<file path="src/rtl/css_seq_pkg.sv">
// Shared types and sizing for the color declaration sequencer.
// Each buffered entry is one packed decl_t.
package css_seq_pkg;
  localparam int DEPTH      = 8;
  localparam int IDX_W      = 3;
  localparam int CNT_W      = 4;
  localparam int CLASS_W    = 6;
  localparam int UNIT_W     = 7;
  localparam int DATA_W     = 32;
  localparam int LM_W       = 2;
  localparam int ENTRY_W    = CLASS_W + UNIT_W + 2 * DATA_W + LM_W + 1;
  localparam int LM_REGULAR = 0;
  localparam int LM_VISITED = 1;

  typedef enum logic [1:0] {
    COLLECT,
    PASS_NORMAL,
    PASS_IMPORTANT,
    DONE
  } seq_state_t;

  typedef struct packed {
    logic [CLASS_W-1:0] class_type;
    logic [UNIT_W-1:0]  unit_type;
    logic [DATA_W-1:0]  ident;
    logic [DATA_W-1:0]  rgbcolor;
    logic [LM_W-1:0]    link_match;
    logic               important;
  } decl_t;
endpackage

</file>
<file path="src/rtl/decl_buffer.sv">
// Declaration register file: one synchronous write port, one async read port.
// Contents are not reset; the sequencer never reads an unwritten slot.
module decl_buffer
  import css_seq_pkg::*;
(
  input  logic               clk,
  input  logic               we,
  input  logic [IDX_W-1:0]   waddr,
  input  logic [ENTRY_W-1:0] wdata,
  input  logic [IDX_W-1:0]   raddr,
  output logic [ENTRY_W-1:0] rdata
);
  logic [DEPTH-1:0][ENTRY_W-1:0] mem;

  always_ff @(posedge clk) begin
    if (we) mem[waddr] <= wdata;
  end

  assign rdata = mem[raddr];
endmodule

</file>
<file path="src/rtl/color_decl_sequencer.sv">
// Collects an element's color declarations, then replays them in a normal pass
// followed by an !important pass, flagging which style(s) each entry applies to.
module color_decl_sequencer
  import css_seq_pkg::*;
(
  input  logic               clk,
  input  logic               reset,
  input  logic               in_valid,
  output logic               in_ready,
  input  logic [CLASS_W-1:0] in_class_type,
  input  logic [UNIT_W-1:0]  in_unit_type,
  input  logic [DATA_W-1:0]  in_ident,
  input  logic [DATA_W-1:0]  in_rgbcolor,
  input  logic [LM_W-1:0]    in_link_match,
  input  logic               in_important,
  input  logic               in_last,
  input  logic               in_inside_visited,
  output logic [CLASS_W-1:0] out_class_type,
  output logic [UNIT_W-1:0]  out_unit_type,
  output logic [DATA_W-1:0]  out_ident,
  output logic [DATA_W-1:0]  out_rgbcolor,
  output logic               out_apply_regular,
  output logic               out_apply_visited,
  output logic               busy,
  output logic               done,
  output logic               overflow
);
  seq_state_t       state;
  logic [CNT_W-1:0] count;
  logic [IDX_W-1:0] idx;
  logic             inside_visited_q;
  logic             overflow_q;

  logic  accept;
  logic  at_last_idx;
  logic  full_next;
  decl_t wr_entry;
  decl_t rd_entry;

  assign in_ready    = (state == COLLECT) && (count < CNT_W'(DEPTH));
  assign accept      = in_valid && in_ready;
  assign full_next   = (count == CNT_W'(DEPTH - 1));
  assign at_last_idx = (CNT_W'(idx) == count - CNT_W'(1));

  assign wr_entry = '{class_type: in_class_type, unit_type: in_unit_type,
                      ident: in_ident, rgbcolor: in_rgbcolor,
                      link_match: in_link_match, important: in_important};

  decl_buffer u_buf (
    .clk   (clk),
    .we    (accept),
    .waddr (count[IDX_W-1:0]),
    .wdata (wr_entry),
    .raddr (idx),
    .rdata (rd_entry)
  );

  always_ff @(posedge clk) begin
    if (reset) begin
      state            <= COLLECT;
      count            <= '0;
      idx              <= '0;
      inside_visited_q <= 1'b0;
      overflow_q       <= 1'b0;
    end else begin
      case (state)
        COLLECT: begin
          if (accept) begin
            count <= count + CNT_W'(1);
            if (in_last) inside_visited_q <= in_inside_visited;
            // A full buffer forces the passes even without a terminating beat.
            if (in_last || full_next) begin
              state <= PASS_NORMAL;
              idx   <= '0;
            end
            if (!in_last && full_next) overflow_q <= 1'b1;
          end
        end
        PASS_NORMAL: begin
          if (at_last_idx) begin
            state <= PASS_IMPORTANT;
            idx   <= '0;
          end else begin
            idx <= idx + IDX_W'(1);
          end
        end
        PASS_IMPORTANT: begin
          if (at_last_idx) begin
            state <= DONE;
            idx   <= '0;
          end else begin
            idx <= idx + IDX_W'(1);
          end
        end
        DONE: begin
          state <= COLLECT;
          count <= '0;
          idx   <= '0;
        end
        default: state <= COLLECT;
      endcase
    end
  end

  logic in_pass;
  logic match;

  assign in_pass = (state == PASS_NORMAL) || (state == PASS_IMPORTANT);
  assign match   = ((state == PASS_NORMAL) && !rd_entry.important) ||
                   ((state == PASS_IMPORTANT) && rd_entry.important);

  assign out_class_type    = in_pass ? rd_entry.class_type : '0;
  assign out_unit_type     = in_pass ? rd_entry.unit_type  : '0;
  assign out_ident         = in_pass ? rd_entry.ident      : '0;
  assign out_rgbcolor      = in_pass ? rd_entry.rgbcolor   : '0;
  assign out_apply_regular = match && rd_entry.link_match[LM_REGULAR];
  assign out_apply_visited = match && rd_entry.link_match[LM_VISITED] && inside_visited_q;

  assign busy     = (state != COLLECT);
  assign done     = (state == DONE);
  assign overflow = overflow_q;
endmodule
</file>
<file path="config.mk">
export PLATFORM = sky130hd
export DESIGN_NAME = color_decl_sequencer
export DESIGN_NICKNAME = d
export VERILOG_FILES = /design/src/rtl/css_seq_pkg.sv /design/src/rtl/decl_buffer.sv /design/src/rtl/color_decl_sequencer.sv
export SDC_FILE = /design/constraint.sdc
export NUM_CORES = 1
export LEC_CHECK = 0
export ABC_CLOCK_PERIOD_IN_PS = 18800
export CORE_ASPECT_RATIO = 0.6
export CORE_MARGIN = 3
export CORE_UTILIZATION = 25
export DETAILED_ROUTE_END_ITERATION = 7
export MAX_ROUTING_LAYER = met4
export PLACE_DENSITY_LB_ADDON = 0.25
export SLEW_MARGIN = 25
export SYNTH_ARGS = -nofsm -noshare
export SYNTH_HDL_FRONTEND = slang
export SYNTH_HIERARCHICAL = 1
export SYNTH_SLANG_ARGS = --single-unit
export TNS_END_PERCENT = 50
</file>
<file path="constraint.sdc">
create_clock -name clk -period 18.8 [get_ports clk]
set_clock_uncertainty 0.2 [all_clocks]
set_input_delay 5.64 -clock clk [delete_from_list [all_inputs] [get_ports clk]]
set_output_delay 5.64 -clock clk [all_outputs]
set_load 0.01 [all_outputs]
</file>
==> results.txt, run 1 <==
----------------------------------------------------
[CTS]
  Maximum buffer depth of the clock tree ... 3
  Worst skew pair latency ... 0.62 ns
  TritonCTS clock tree ... built
  Number of H-tree branching levels ... 3
  Clock-pin slew on the worst setup and hold paths ... 0.06 ns
  Post-CTS Setup Repair Bufs ... 0
  Library cell used as clock root buffer ... sky130_fd_sc_hd__clkbuf_16
  Clock sink count ... 651
  CTS Buf Count ... 70
  Quantity of hold-fixing buffers added after cts ... 0
  PostCTS Resize Cnt ... 0

[Critical path]
  Setup crit start kind ... register
  Critical path class ... reg -> out
  Worst Path Required ... 12.96 ns
  Sort of element at the end of the critical path ... output port
  List of cells traversed by the critical path ... buf_4 -> buf_6 -> mux4_2 -> mux2_2 -> and2_1 -> clkdlybuf4s50_1
  Data arrival time at the worst-slack endpoint ... 4.55 ns
  Crit-path slowest cell ... sky130_fd_sc_hd__dfxtp_4
  Delay contributed by the slowest stage of the critical path ... 0.87 ns
  Crit Path Max Fanout ... 48
  Reg2Reg Depth ... 9

[Placed design]
  Post-DP HPWL ... 31.5 mm
  Placed Instances ... 2561
  Final weighted congestion of routability-driven global placement ... 0.675
  Port Buf Inserts ... 167

[Routing]
  Remaining antenna violation count ... 0
  Iteration-0 DRC Markers ... 763
  Routed wire length ... 61.0 mm
  Number of detailed-route iterations in the first pass ... 4
  Remaining routing DRC violations ... 0
  Mean routed wirelength per cell ... 22.7 um
  Vias/cell ... 4.33
  Routed via count ... 11639

[Yosys]
  Synthesized cell area ... 25300 sq um
  Post-synthesis mux area share ... 17.9%
  Xor and xnor fraction of the mapped netlist area ... 0.173%
  Share of synthesized cell area in full adder, half adder and majority cells ... 0.396%
  Cell with the most instances after synthesis ... sky130_fd_sc_hd__edfxtp_1
  Dominant combinational cell family by area after synthesis ... multiplexers
  Share of the yosys chip area belonging to registers ... 76.9%
  Biggest area consumer among synthesized cells ... sky130_fd_sc_hd__edfxtp_1
  Number of warnings issued by yosys ... 6
  Post-synthesis cell type count ... 40
  Top area cells in the synthesized netlist ... sky130_fd_sc_hd__edfxtp_1 76%, sky130_fd_sc_hd__mux4_2 14%, sky130_fd_sc_hd__mux2_2 3.6%
  Synth Instances ... 1106
  Avg Inst Size Synth ... 22.9 sq um
  Fraction of post-synthesis cell area in the top cell type by area ... 76.0%
  Syn Nets ... 1199
  FFs w/ async S/R, synth ... 0%
  Synthesized-area fraction occupied by and/or/nand/nor cells ... 2.72%
  Number of enable-type register cells in the synthesized netlist ... 640
  Commonest cells post-synth ... 640 x sky130_fd_sc_hd__edfxtp_1, 160 x sky130_fd_sc_hd__mux4_2, 80 x sky130_fd_sc_hd__mux2_2
  Top_reg_cell synth ... sky130_fd_sc_hd__edfxtp_1
  Number of flip-flops and latches in the synthesized netlist ... 651
  Synth Area in Compound Gates ... 0.609%

[Die]
  Width of the chip ... 416 um
  Row cnt ... 89
  Ports ... 168
  Total Die Area ... 105000 sq um
  Initial standard-cell utilization of the core ... 25.5%
  Core box area ... 99200 sq um
  Die Span Y ... 252 um

[Global routing]
  Layer carrying the most global-route usage ... met2
  Total global routing overflow ... 0
  Met1 routing resource usage after global routing ... 15.8%
  Met3 usage ... 3.03%
  Largest net degree at the start of global routing ... 63
  Antenna violations before repair ... 5
  Vias in the first global route ... 12596
  Grt met2 use ... 18.9%
  Global router's overall resource usage ... 12.1%
  Wire length of the first global-routing pass ... 89.2 mm

[Power]
  Power share of the clock group ... 31.5%
  P per Cell Area ... 134 nW/um^2
  Worst vdd rail ir drop ... 0.107 mV
  Proportion of total power due to net switching ... 27.1%
  Share of power burned in registers ... 42.8%
  Power share of the combinational group ... 25.7%
  Switching power ... 1.12 mW
  Leakage dissipation ... 9.25 nW
  Internal power summed over all cells ... 3.00 mW

[Timing]
  Maximum frequency from static timing analysis ... 96.2 MHz
  Final critical delay including setup and external delays ... 10.39 ns
  Setup repair after global routing missed its margin ... no
  Final number of max-transition violations ... 0
  Final hold viol count ... 0
  Relative slew margins ... 35.0%
  Sum Neg Setup Slack ... 0 ns
  Final cycle utilization of the critical path ... 55.3%
  Number of endpoints failing setup at the final stage ... 0
  Slew @ Worst Pin ... 0.974 ns

[Layout]
  Number of nets in the finished design ... 1408
  Final cell utilization of the core ... 31.0%
  FILL cells ... 9459
  Share of final-layout standard cells stronger than drive strength 1 ... 27.6%
  Non-filler cells, final ... 2689
  Synth-to-Final Area Change ... 21.5%

[Worst hold path]
  Path category of the worst min-delay check ... reg -> reg
  Worst hold path stage count ... 2

[Run status]
  Result of the run ... finished, final reports clean

[Job]
  # Max-Cap Violations ... 0

----------------------------------------------------
sequential cells by signal, indices dropped and copies added, names as in the netlist:
register          count
u_buf/mem           640
count                 4
idx                   3
state                 2
inside_visited_q      1
overflow              1
cell usage in the layout, fill, tap and decap left out, drive strengths merged, types with 11 or more instances in the layout:
cell           instances
and2                  77
inv                   14
clkbuf                88
clkdlybuf4s50        167
clkinv                23
mux4                 160
mux2                  80
edfxtp               640
dfxtp                 11
nor2                  17
buf                   24
path summary, 6_finish.rpt:
| kind | start | end | slack [ns] |
|---|---|---|---|
| max | idx[0] | out_ident[23] | 8.41 |
| min | overflow | overflow | 0.28 |
| max reg2reg | state[0] | u_buf/mem[218] | 14.99 |
| min reg2reg | overflow | overflow | 0.28 |
power by group through the flow:
stage | registers [mW] | logic, mW | clock network [mW]
final | 1.76 | 1.06 | 1.30
after global routing | 1.78 | 1.15 | 1.41
after CTS | 1.77 | 1.11 | 1.35
after detailed placement | 1.80 | 1.10 | 0
after global placement | 1.79 | 1.10 | 0
after floorplan | 1.77 | 0.662 | 0
logic make-up (layout without fill, tap and decap cells):
logic type / after synthesis / count (layout)
DFF: 651 / 651
muxes: 241 / 241
and+or+nand+nor: 117 / 117
buffers and inverters: 62 / 320
AOI/OAI and AO/OA: 22 / 22
adders and majority gates: 8 / 8
xor gates and xnor gates: 5 / 5
other: 0 / 6
cell type report:
type	instances	area, sq um	area share [%]
diodes	6	15.0	0.0489
clock buffers	88	1880	6.13
clock inverters	33	239	0.778
inverters	8	30.0	0.0978
multi-input cells	393	5570	18.1
flip-flops and latches	651	19400	63.3
well taps	1319	1650	5.37
repair buffers	191	1880	6.12
critical path, delay by kind of cell (launching register included):
kind / cells / cell delay (ns)
and+or+nand+nor: 1 / 0.17
DFF: 1 / 0.87
buffers and inverters: 3 / 1.89
muxes: 2 / 0.92
metrics by stage:
stage                     power, mW  worst slack, ns  hold slack [ns]  instance area (sq um)
after floorplan                2.43             6.31            0.254                  25300
after global placement         2.89             8.54            0.267                  28500
after detailed placement       2.90             8.54            0.268                  28500
after CTS                      4.23             7.80            0.281                  30700
after global routing           4.34             7.91            0.301                  30700
final                          4.12             8.41            0.276                  30700
routing by layer:
metal  up-vias  wire length, um
met2       227            29100
met3        88             3000
met4         0             1220
li1       5027                -
met5         -                0
met1      6297            27700
Power figures use the tool's default switching activity.
==> run 2: changes to the inputs <==
Settings changed: ABC_CLOCK_PERIOD_IN_PS 18800 to 9800.
Clock period 18.8 ns to 9.8 ns, I/O delays scaled along.
==> run 2 against run 1 <==
  * Die area unchanged
  * Design area rose by 0.25%
  * Clock-buffer cell count up 3
  * Critical path depth shrank 1
  * Critical path type unchanged
  * Critical endpoint is now out_rgbcolor[24]
  * Largest power group unchanged
  * Highest routed layer unchanged
==> results.txt, run 2 (synthesis results as in run 1) <==
----------------------------------------------------
[Critical path]
  Reg2Reg Depth ... 9 (unchanged)
  Reg2reg end ... u_buf/mem[30]
  Flop2flop setup slack ... 6.15 ns (-8.84 ns)
  Delay contributed by the slowest stage of the critical path ... 0.73 ns (-0.14 ns)
  Critical path class ... reg -> out
  Reg-to-Reg Start ... state[0]
  Setup crit start kind ... register
  Data arrival time at the worst-slack endpoint ... 3.69 ns (-0.86 ns)
  Crit Path Max Fanout ... 34 (-29%)
  Sort of element at the end of the critical path ... output port
  Crit-path slowest cell ... sky130_fd_sc_hd__dfxtp_4
  List of cells traversed by the critical path ... buf_4 -> mux4_2 -> mux2_2 -> and2_1 -> clkdlybuf4s50_1
  Worst Path Required ... 6.66 ns (-6.30 ns)

[Timing]
  Tightest hold margin ... 0.282 ns (+0.00603 ns)
  Number of endpoints failing setup at the final stage ... 0 (unchanged)
  Setup repair after global routing missed its margin ... no
  Relative slew margins ... 36.0% (+0.95 points)
  Final number of max-transition violations ... 0 (unchanged)
  Final hold viol count ... 0 (unchanged)
  Final critical delay including setup and external delays ... 6.83 ns
  Maximum frequency from static timing analysis ... 146 MHz
  Slew @ Worst Pin ... 0.960 ns (-0.0143 ns)
  Final cycle utilization of the critical path ... 69.7%
  Sum Neg Setup Slack ... 0 ns (unchanged)
  Final worst setup slack ... 2.97 ns (-5.43 ns)

[Power]
  Leakage dissipation ... 9.26 nW (+0.13%)
  Switching power ... 2.14 mW (+91%)
  Power share of the combinational group ... 26.2% (+0.5 points)
  Share of power burned in registers ... 42.6% (-0.2 points)
  Internal power summed over all cells ... 5.78 mW (+92%)
  P per Cell Area ... 257 nW/um^2 (+92%)
  Worst vdd rail ir drop ... 0.164 mV (+53%)
  Power share of the clock group ... 31.2% (-0.3 points)
  Proportion of total power due to net switching ... 27.0% (-0.094 points)

[Layout]
  Final Instance Area ... 30800 sq um (+0.25%)
  Most used cells in the layout excluding fill and tap cells ... 640 x sky130_fd_sc_hd__edfxtp_1, 167 x sky130_fd_sc_hd__clkdlybuf4s50_1, 160 x sky130_fd_sc_hd__mux4_2, 80 x sky130_fd_sc_hd__mux2_2, 77 x sky130_fd_sc_hd__and2_1
  Leading cell type in the layout, fill and taps excluded ... sky130_fd_sc_hd__edfxtp_1
  Sequential cell area in the final layout ... 19400 sq um (unchanged)
  Final cell utilization of the core ... 31.0% (+0.078 points)
  Share of final-layout standard cells stronger than drive strength 1 ... 27.3% (-0.24 points)
  Largest register by flop count ... u_buf/mem
  Synth-to-Final Area Change ... 21.8%
  Largest registers ... u_buf/mem: 640 flops, count: 4 flops, idx: 3 flops
  Multi-input combinational cell area ... 5570 sq um (unchanged)
  FILL cells ... 9470 (+0.12%)
  Number of nets in the finished design ... 1407 (-0.071%)
  Number of flip-flops under the largest register name ... 640 (unchanged)

[Routing]
  Iteration-0 DRC Markers ... 648 (-15%)
  Number of detailed-route iterations in the first pass ... 6 (+2)
  Remaining antenna violation count ... 0 (unchanged)
  Mean routed wirelength per cell ... 22.8 um (+0.56%)
  Remaining routing DRC violations ... 0 (unchanged)
  Routed via count ... 11560 (-0.68%)
  Routed wire length ... 61.3 mm (+0.60%)
  Vias/cell ... 4.30 (-0.72%)

[CTS]
  Quantity of hold-fixing buffers added after cts ... 0 (unchanged)
  Post-CTS Setup Repair Bufs ... 0 (unchanged)
  Clock-pin slew on the worst setup and hold paths ... 0.06 ns (about the same)
  Clock sink count ... 651 (unchanged)
  TritonCTS clock tree ... built
  Maximum buffer depth of the clock tree ... 3 (unchanged)
  Library cell used as clock root buffer ... sky130_fd_sc_hd__clkbuf_16
  CTS Buf Count ... 68 (-2.9%)
  PostCTS Resize Cnt ... 0 (unchanged)
  Worst skew pair latency ... 0.61 ns (about the same)
  Number of H-tree branching levels ... 3 (unchanged)

[Worst hold path]
  Worst min-delay path startpoint ... overflow
  Path category of the worst min-delay check ... reg -> reg
  Endpoint, Worst Hold ... overflow
  Worst hold path stage count ... 2 (unchanged)

[Die]
  Die Span Y ... 252 um (unchanged)
  Width of the chip ... 416 um (unchanged)
  Core box area ... 99200 sq um (unchanged)
  Ports ... 168 (unchanged)
  Row cnt ... 89 (unchanged)
  Total Die Area ... 105000 sq um (unchanged)
  Initial standard-cell utilization of the core ... 25.5% (unchanged)

[Placed design]
  Instance area at placement ... 28600 sq um (+0.34%)
  Post-DP HPWL ... 34.1 mm (+8.3%)
  Port Buf Inserts ... 167 (unchanged)
  Dpl ws ... 3.36 ns (-5.18 ns)
  Final weighted congestion of routability-driven global placement ... 0.670 (-0.68%)

[Run status]
  Result of the run ... finished, final reports clean

[Global routing]
  Vias in the first global route ... 12755 (+1.3%)
  Antenna violations before repair ... 4 (-1)
  Global router's overall resource usage ... 12.1% (+0.027 points)
  Wire length of the first global-routing pass ... 90.2 mm (+1.1%)
  Total global routing overflow ... 0 (unchanged)
  Largest net degree at the start of global routing ... 99 (+57%)

[Job]
  # Max-Cap Violations ... 0 (unchanged)

----------------------------------------------------
run 2: cell types whose count changed in the layout (fill, tap and decap cells not counted), sizes merged:
cell,before,now
bufinv,2,3
clkbuf,88,91
inv,14,12
clkinv,23,22
buf,24,25
clkinvlp,2,1
run 2: cell type report:
type	instances	area share, %
antenna	6	0.0488
clock buffer	91	6.01
clock inverter	30	0.849
inverter	8	0.0975
multi-input combinational	393	18.1
sequential	651	63.2
tap	1319	5.36
timing repair buffer	192	6.38
run 2: power groups by stage:
stage               sequential, mW  clock, mW  combinational (mW)
detailed placement            3.43          0                2.14
finish                        3.37       2.47                2.07
floorplan                     3.40          0                1.27
global placement              3.43          0                2.14
CTS                           3.38       2.58                2.16
global route                  3.39       2.68                2.27
run 2: worst max-delay path, delay by kind of cell (launching register included):
| kind | cells | cell delay (ns) |
|---|---|---|
| buffers and inverters | 2 | 1.18 |
| muxes | 2 | 0.95 |
| DFF | 1 | 0.73 |
| and+or+nand+nor | 1 | 0.17 |
run 2: metrics by stage:
stage	cells	power (mW)
after detailed placement	2562	5.58
final	2690	7.91
after global routing	2686	8.34
after floorplan	1106	4.67
after global placement	2559	5.57
after CTS	2683	8.11
run 2: worst max-delay path by stage:
stage / cells past startpoint / startpoint / slack, ns / to
floorplan: 5 / in_valid / 0.01 / u_buf/mem[0]
global placement: 6 / idx[2] / 3.20 / out_apply_visited
detailed placement: 8 / in_valid / 3.36 / u_buf/mem[26]
CTS: 5 / idx[0] / 2.77 / out_ident[26]
global route: 5 / idx[0] / 2.68 / out_ident[26]
finish: 5 / idx[0] / 2.97 / out_rgbcolor[24]
run 2: per-layer routing:
layer  track usage (%)  part of all wire (%)
met1              16.5                    47
met5                 -                     0
met3              2.33                   4.1
met2              18.6                    47
met4              3.05                   1.9
==> run 3: changes to the inputs <==
Settings changed: ABC_CLOCK_PERIOD_IN_PS 9800 to 6300.
Clock period 9.8 ns to 6.3 ns, I/O delays scaled along.
==> run 3 against run 2 <==
  * Wire length is 4.3% lower
  * Design area up 0.79%
  * Final cell count grew 0.33%
  * Global-route usage decreased by 0.53 points
  * Clock-buffer cell count decreased by 7
  * Sequential power rose by 56%
  * Hold slack gained 0.0051 ns
  * Sequential share of layout area decreased by 0.49 points
  * Clock power rose by 61%
==> results.txt, run 3 (synthesis results as in run 1) <==
----------------------------------------------------
[CTS]
  PostCTS Resize Cnt ... 0 (unchanged)
  CTS Buf Count ... 68 (unchanged)
  Clock-pin slew on the worst setup and hold paths ... 0.06 ns (about the same)
  Post-CTS Setup Repair Bufs ... 0 (unchanged)
  TritonCTS clock tree ... built
  Maximum buffer depth of the clock tree ... 3 (unchanged)
  Number of H-tree branching levels ... 3 (unchanged)
  Library cell used as clock root buffer ... sky130_fd_sc_hd__clkbuf_16
  Quantity of hold-fixing buffers added after cts ... 0 (unchanged)
  Clock sink count ... 651 (unchanged)
  Worst skew pair latency ... 0.61 ns (about the same)

[Die]
  Total Die Area ... 105000 sq um (unchanged)
  Initial standard-cell utilization of the core ... 25.5% (unchanged)
  Ports ... 168 (unchanged)
  Die Span Y ... 252 um (unchanged)
  Row cnt ... 89 (unchanged)
  Width of the chip ... 416 um (unchanged)
  Core box area ... 99200 sq um (unchanged)

[Placed design]
  Final weighted congestion of routability-driven global placement ... 0.691 (+3.1%)
  Instance area at placement ... 28800 sq um (+0.66%)
  Port Buf Inserts ... 167 (unchanged)
  Placed Instances ... 2573 (+0.43%)
  Dpl ws ... 1.31 ns (-2.05 ns)
  Post-DP HPWL ... 31.2 mm (-8.5%)

[Power]
  Worst vdd rail ir drop ... 0.252 mV (+53%)
  Power share of the clock group ... 31.9% (+0.7 points)
  Leakage dissipation ... 9.36 nW (+1.1%)
  Proportion of total power due to net switching ... 26.7% (-0.33 points)
  Power share of the combinational group ... 26.0% (-0.2 points)
  Switching power ... 3.33 mW (+56%)
  P per Cell Area ... 402 nW/um^2 (+56%)
  Post-route total power ... 12.5 mW (+58%)
  Share of power burned in registers ... 42.1% (-0.5 points)
  Internal power summed over all cells ... 9.14 mW (+58%)

[Routing]
  Remaining routing DRC violations ... 0 (unchanged)
  Mean routed wirelength per cell ... 21.7 um (-4.6%)
  Routed via count ... 11601 (+0.35%)
  Vias/cell ... 4.30 (about the same)
  Routed wire length ... 58.7 mm (-4.3%)
  Iteration-0 DRC Markers ... 712 (+9.9%)
  Remaining antenna violation count ... 0 (unchanged)
  Number of detailed-route iterations in the first pass ... 4 (-2)

[Timing]
  Number of endpoints failing setup at the final stage ... 0 (unchanged)
  Sum Neg Setup Slack ... 0 ns (unchanged)
  Final hold viol count ... 0 (unchanged)
  Setup repair after global routing missed its margin ... no
  Relative slew margins ... 48.9% (+13 points)
  Slew @ Worst Pin ... 0.766 ns (-0.194 ns)
  Final worst setup slack ... 0.772 ns (-2.20 ns)
  Final cycle utilization of the critical path ... 87.8%
  Final number of max-transition violations ... 0 (unchanged)
  Maximum frequency from static timing analysis ... 181 MHz
  Final critical delay including setup and external delays ... 5.53 ns
  Tightest hold margin ... 0.287 ns (+0.00514 ns)

[Critical path]
  Delay contributed by the slowest stage of the critical path ... 0.83 ns (+0.10 ns)
  Flop2flop setup slack ... 3.16 ns (-2.99 ns)
  Data arrival time at the worst-slack endpoint ... 3.44 ns (-0.25 ns)
  Critical path class ... reg -> out
  List of cells traversed by the critical path ... buf_4 -> mux4_2 -> mux2_2 -> mux2i_1 -> nor2b_1 -> clkdlybuf4s50_1
  Reg2Reg Depth ... 8 (-1)
  Crit-path slowest cell ... sky130_fd_sc_hd__dfxtp_4
  Reg-to-Reg Start ... state[0]
  Reg2reg end ... u_buf/mem[531]
  Sort of element at the end of the critical path ... output port
  Setup crit start kind ... register
  Crit Path Max Fanout ... 29 (-15%)
  Worst Path Required ... 4.21 ns (-2.45 ns)

[Worst hold path]
  Worst hold path stage count ... 2 (unchanged)
  Endpoint, Worst Hold ... inside_visited_q
  Worst min-delay path startpoint ... inside_visited_q
  Path category of the worst min-delay check ... reg -> reg

[Global routing]
  Largest net degree at the start of global routing ... 81 (-18%)
  Vias in the first global route ... 12370 (-3.0%)
  Global router's overall resource usage ... 11.6% (-0.53 points)
  Antenna violations before repair ... 6 (+2)
  Wire length of the first global-routing pass ... 86.0 mm (-4.6%)
  Total global routing overflow ... 0 (unchanged)

[Layout]
  Leading cell type in the layout, fill and taps excluded ... sky130_fd_sc_hd__edfxtp_1
  Multi-input combinational cell area ... 5580 sq um (+0.22%)
  Largest register by flop count ... u_buf/mem
  FILL cells ... 9444 (-0.27%)
  Final Instance Area ... 31000 sq um (+0.79%)
  Largest registers ... u_buf/mem: 640 flops, count: 4 flops, idx: 3 flops
  Sequential cell area in the final layout ... 19400 sq um (unchanged)
  Non-filler cells, final ... 2699 (+0.33%)
  Most used cells in the layout excluding fill and tap cells ... 640 x sky130_fd_sc_hd__edfxtp_1, 167 x sky130_fd_sc_hd__clkdlybuf4s50_1, 160 x sky130_fd_sc_hd__mux4_2, 80 x sky130_fd_sc_hd__mux2_2, 77 x sky130_fd_sc_hd__and2_1
  Share of final-layout standard cells stronger than drive strength 1 ... 28.3% (+1.0 points)
  Final cell utilization of the core ... 31.3% (+0.24 points)
  Synth-to-Final Area Change ... 22.8%
  Number of flip-flops under the largest register name ... 640 (unchanged)
  Number of nets in the finished design ... 1417 (+0.71%)

[Job]
  # Max-Cap Violations ... 0 (unchanged)

[Run status]
  Result of the run ... finished, final reports clean

----------------------------------------------------
-- run 3: cell count changes in the layout (fill, tap and decap cells not counted), sizes merged --
| cell | previous run | this run |
|---|---|---|
| clkbuf | 91 | 84 |
| inv | 12 | 13 |
| clkinvlp | 1 | 2 |
| diode | 6 | 7 |
| bufinv | 3 | 6 |
| buf | 25 | 35 |
-- run 3: power groups by stage --
stage	combinational [mW]	sequential, mW	clock, mW
after global routing	3.52	5.28	4.31
after detailed placement	3.35	5.35	0
final	3.24	5.25	3.98
after CTS	3.37	5.26	4.13
after floorplan	1.98	5.27	0
after global placement	3.34	5.33	0
-- run 3: final cells by class --
type                       count  share of cell area (%)
sequential                   651                    62.7
clock buffer                  84                    5.88
clock inverter                35                    1.16
timing repair buffer         202                    6.84
inverter                       8                  0.0968
tap                         1319                    5.32
multi-input combinational    393                    18.0
antenna                        7                  0.0564
-- run 3: per-layer routing --
| metal | track usage [%] | vias up | wire, um |
|---|---|---|---|
| met4 | 3.03 | 0 | 1110 |
| met2 | 17.7 | 227 | 27600 |
| met5 | - | - | 0 |
| met3 | 2.79 | 76 | 2790 |
| li1 | - | 5060 | - |
| met1 | 15.4 | 6238 | 27200 |
-- run 3: worst max path at each step --
stage | end | depth (start not counted) | from
2_1_floorplan | u_buf/mem[400] | 5 | in_valid
3_3_place_gp | out_apply_regular | 6 | idx[0]
3_5_place_dp | out_apply_regular | 6 | idx[0]
4_1_cts | out_apply_regular | 6 | idx[0]
5_1_grt | out_apply_regular | 6 | idx[0]
6_report | out_apply_regular | 6 | idx[0]
-- run 3: worst max-delay path, delay by kind of cell (launching register included) --
family / cells / cell delay (ns)
buffers and inverters: 2 / 0.90
flip-flops: 1 / 0.83
multiplexers: 3 / 0.94
AND/OR/NAND/NOR: 1 / 0.13
